`config.mk`:
```
export PLATFORM = sky130hd
export DESIGN_NAME = alu_issue_ctrl
export DESIGN_NICKNAME = d
export VERILOG_FILES = /design/src/rtl/alu_issue_ctrl.sv
export SDC_FILE = /design/constraint.sdc
export NUM_CORES = 1
export LEC_CHECK = 0
export ABC_AREA = 1
export CAP_MARGIN = 20
export CORE_MARGIN = 2
export CORE_UTILIZATION = 46
export DETAILED_ROUTE_END_ITERATION = 8
export PLACE_DENSITY = 0.92
export SLEW_MARGIN = 20
export SYNTH_ARGS = -nofsm -noshare
export SYNTH_HDL_FRONTEND = slang
export SYNTH_SLANG_ARGS = --single-unit
```
`constraint.sdc`:
```
create_clock -name clk -period 2 [get_ports clk]
set_input_delay 0.2 -clock clk [delete_from_list [all_inputs] [get_ports clk]]
set_output_delay 0.2 -clock clk [all_outputs]
set_load 0.01 [all_outputs]
```
`src/rtl/alu_issue_ctrl.sv`:
```
// Issues one latched command to the selected ALU unit, waits a bounded time for
// its registered result, and holds that result until the consumer accepts it.
module alu_issue_ctrl #(
  parameter int in_width  = 8,
  parameter int out_width = 16,
  parameter int TIMEOUT   = 4
) (
  input  logic                 clk,
  input  logic                 RST,
  input  logic                 cmd_valid,
  output logic                 cmd_ready,
  input  logic [3:0]           cmd_fun,
  input  logic [in_width-1:0]  cmd_a,
  input  logic [in_width-1:0]  cmd_b,
  output logic [in_width-1:0]  A,
  output logic [in_width-1:0]  B,
  output logic [1:0]           ALU_FUN,
  output logic                 Arith_Enable,
  output logic                 Logic_Enable,
  output logic                 CMP_Enable,
  output logic                 Shift_Enable,
  input  logic [out_width-1:0] ALU_OUT,
  input  logic                 OUT_VALID,
  output logic [out_width-1:0] res_data,
  output logic                 res_err,
  output logic                 res_valid,
  input  logic                 res_ready,
  output logic [7:0]           done_count
);

  // state | meaning
  // IDLE  | ready for a command
  // ISSUE | one-cycle enable pulse to the selected unit
  // WAIT  | waiting for OUT_VALID, bounded by TIMEOUT cycles
  // HOLD  | result presented until res_ready
  typedef enum logic [1:0] {IDLE, ISSUE, WAIT, HOLD} state_t;

  localparam int CW = (TIMEOUT > 1) ? $clog2(TIMEOUT) : 1;
  localparam logic [CW-1:0] CNT_LAST = CW'(TIMEOUT - 1);

  state_t               state_q, state_d;
  logic [3:0]           fun_q, fun_d;
  logic [in_width-1:0]  a_q, a_d, b_q, b_d;
  logic [CW-1:0]        cnt_q, cnt_d;
  logic [out_width-1:0] res_data_q, res_data_d;
  logic                 res_err_q, res_err_d;
  logic [7:0]           done_q, done_d;
  logic [3:0]           en;

  always_ff @(posedge clk or posedge RST) begin
    if (RST) begin
      state_q    <= IDLE;
      fun_q      <= '0;
      a_q        <= '0;
      b_q        <= '0;
      cnt_q      <= '0;
      res_data_q <= '0;
      res_err_q  <= 1'b0;
      done_q     <= '0;
    end else begin
      state_q    <= state_d;
      fun_q      <= fun_d;
      a_q        <= a_d;
      b_q        <= b_d;
      cnt_q      <= cnt_d;
      res_data_q <= res_data_d;
      res_err_q  <= res_err_d;
      done_q     <= done_d;
    end
  end

  always_comb begin
    state_d    = state_q;
    fun_d      = fun_q;
    a_d        = a_q;
    b_d        = b_q;
    cnt_d      = cnt_q;
    res_data_d = res_data_q;
    res_err_d  = res_err_q;
    done_d     = done_q;
    case (state_q)
      IDLE: begin
        if (cmd_valid) begin
          fun_d   = cmd_fun;
          a_d     = cmd_a;
          b_d     = cmd_b;
          state_d = ISSUE;
        end
      end
      ISSUE: begin
        cnt_d   = '0;
        state_d = WAIT;
      end
      WAIT: begin
        // A flag on the last counted cycle still wins over the timeout
        if (OUT_VALID) begin
          res_data_d = ALU_OUT;
          res_err_d  = 1'b0;
          cnt_d      = '0;
          state_d    = HOLD;
        end else if (cnt_q == CNT_LAST) begin
          res_data_d = '0;
          res_err_d  = 1'b1;
          cnt_d      = '0;
          state_d    = HOLD;
        end else begin
          cnt_d = cnt_q + CW'(1);
        end
      end
      HOLD: begin
        if (res_ready) begin
          state_d = IDLE;
          if (done_q != 8'hFF) done_d = done_q + 8'd1;
        end
      end
      default: state_d = IDLE;
    endcase
  end

  always_comb begin
    en = '0;
    if (state_q == ISSUE) en[fun_q[3:2]] = 1'b1;
  end

  assign Arith_Enable = en[0];
  assign Logic_Enable = en[1];
  assign CMP_Enable   = en[2];
  assign Shift_Enable = en[3];
  assign A            = a_q;
  assign B            = b_q;
  assign ALU_FUN      = fun_q[1:0];
  assign cmd_ready    = (state_q == IDLE);
  assign res_valid    = (state_q == HOLD);
  assign res_data     = res_data_q;
  assign res_err      = res_err_q;
  assign done_count   = done_q;

endmodule

```
==> metrics <==
run status completed; max-slew violation count 0; Max IR drop VDD 0.000661 V; IO buf count 89; syn nets 275; Fin. Hold Viols 0; multi-input logic area around 920 um^2; DR vias between 1,500 and 2,000; starting density of the core roughly 47%; top cells by area, synth dfrtp_1 52%, mux2_4 10%, nand2_1 6.5%; Clk pin slew, worst setup/hold paths approximately 0.080 ns; total global-route track usage a little under a fifth; Seq. cell area between 0.001 and 0.0015 mm^2; clk_skew 0.00743 ns; Max Freq 541 MHz; Post-Synthesis Cells roughly 230; largest net degree at the start of global routing 30; critical path data required time between 1.5 and 2 ns; Worst Setup End Kind primary output; startpoint types register; Sum Neg Setup Slack 0 ns; most common cell after layout, fill and taps aside clkdlybuf4s50_1; Die Span Y 75.6 um; area leader, netlist dfrtp_1; gpl congestion 0.749; Root Buffer clkbuf_8; Ys Warns 0; global-route wire length before repair a little over 8000 um; commonest non-fill, non-tap cells in the layout 85 x clkdlybuf4s50_1, 49 x dfrtp_1, 41 x nand2_1; fin cells between 300 and 400; final core utilization a little under 70%; Synth Cell Area between 0.002 and 0.0025 mm^2; static leakage approximately 1.7 nW; Via-to-Cell Ratio 4.67; Die ar. 0.00572 mm^2; Netlist cell types 26; Skew-Pair Late Insertion Delay slightly below 0.3 ns; DRC viols 0; initial antenna violation count 0; Hold Slack 0.235 ns; 1st-pass router iterations 4; #FFs+latches synth 49; dpl ws 0.340 ns; Rows 26; pwr dens 1360 mW/mm^2; synthesized area per cell around 10 um^2; CP max FO 4; ANT cells 0; Num CTS Buffers 5; H-Tree Level Count 2; setup repair after global routing missed its margin no; min cycle time layout 1.85 ns; fin crit share 92.5%; Nets 367; # IOs 90; ANT nets after route 0; Routed WL per cell 13.4 um; core area 0.00504 mm^2; R2R cell count 6; RR Startpoint state_q[0]$_DFFE_PP0P_; First DRT Iteration DRCs 70; Worst Tran Pin Value 0.540 ns; final worst slack 0.151 ns; post-placement cell count 383; normalized max-slew margin 63.8%; vias in the first global route 1,839; Worst EP arrival 1.65 ns; clk buf depth 2; CTS tree yes; number of max-cap violations 0; post-synthesis sequential area ratio 52.0%; die width 75.6 um; share of cells above drive strength 1 16.0%; HPWL after DPL 4050 um; area delta synth->final 44.1%; total grt overflow 0; CTS Hold Bufs 0; r2r setup slk 0.33 ns; Setup-failing EPs final 0; RR Endpoint res_data[10]$_DFFE_PP0P_; top-area cell type share of the netlist area about 52%; fillers between 300 and 400; setup bufs post-CTS 0; WS Path Type reg2out; # resized after CTS 0; CTS Sinks between 40 and 50; min-delay worst type in2async; final wirelength 5200 um
metrics by stage:
stage          cell area [um^2]  power [mW]
2_1_floorplan              2360        2.99
3_3_place_gp               3320        4.02
3_5_place_dp               3320        4.12
4_1_cts                    3390        4.68
5_1_grt                    3400        4.94
6_report                   3400        4.61
critical path: stages, from the launching register on:
cell	delay (ns)
dfrtp_1	0.42
inv_1	0.10
ha_1	0.26
clkdlybuf4s50_1	0.58
state kept, by name, indices dropped and copies added (netlist names):
signal / flops
state_q: 2
fun_q: 4
res_err: 1
B: 8
done_count: 8
res_data: 16
cnt_q: 2
A: 8
routing by layer:
layer | vias to the layer above | track usage [%] | part of all wire [%]
li1 | 897 | - | -
met1 | 863 | 23.4 | 41
met2 | 55 | 33.0 | 54
met3 | 2 | 5.16 | 5.3
met4 | 0 | 2.53 | 0.13
met5 | - | 0 | 0
power by group:
group	internal, mW	switching [mW]	total (mW)
clock network	0.231	0.298	0.529
logic	1.35	1.01	2.36
registers	1.42	0.297	1.72
how the worst max path moves through the flow:
stage / from / cells after the start / to
2_1_floorplan: state_q[0]$_DFFE_PP0P_ / 5 / A[0]$_DFFE_PP0P_
3_3_place_gp: state_q[0]$_DFFE_PP0P_ / 5 / B[2]$_DFFE_PP0P_
6_report: state_q[0]$_DFFE_PP0P_ / 3 / cmd_ready
4_1_cts: state_q[1]$_DFFE_PP0P_ / 5 / CMP_Enable
5_1_grt: state_q[0]$_DFFE_PP0P_ / 3 / cmd_ready
3_5_place_dp: state_q[0]$_DFFE_PP0P_ / 6 / res_data[10]$_DFFE_PP0P_
synth_stat cells:
master,number
o21ai_0,12
buf_6,3
mux2_2,2
inv_1,36
nand2_4,1
nor3_1,4
xor2_1,2
inv_2,1
buf_2,3
nand2_8,1
dfrtp_1,49
mux2_4,16
nand2_2,2
nor2_2,3
o21ai_4,1
nand4_1,1
inv_4,1
nand2_1,41
o21ai_2,10
ha_1,6
nand3_1,21
buf_4,3
a21oi_1,2
xnor2_1,1
nor2_4,1
nor2_1,5
cell families (layout without fill, tap and decap cells):
family	Yosys count	in the layout	synth area share, %
and+or+nand+nor	80	80	16.0
DFF	49	49	52.0
buffers and inverters	47	138	9.18
AOI/OAI and AO/OA	25	25	7.37
muxes	18	18	11.1
adders and majority gates	6	6	3.18
xor gates and xnor gates	3	3	1.11
layout make-up:
type	instances	share of cell area, %
Timing Repair Buffer	94	28.0
Multi-Input combinational cell	132	26.9
Sequential cell	49	36.1
Clock inverter	1	0.147
Inverter	38	4.27
Clock buffer	5	2.02
Tap cell	70	2.58
(Power assumes the default switching activity.)
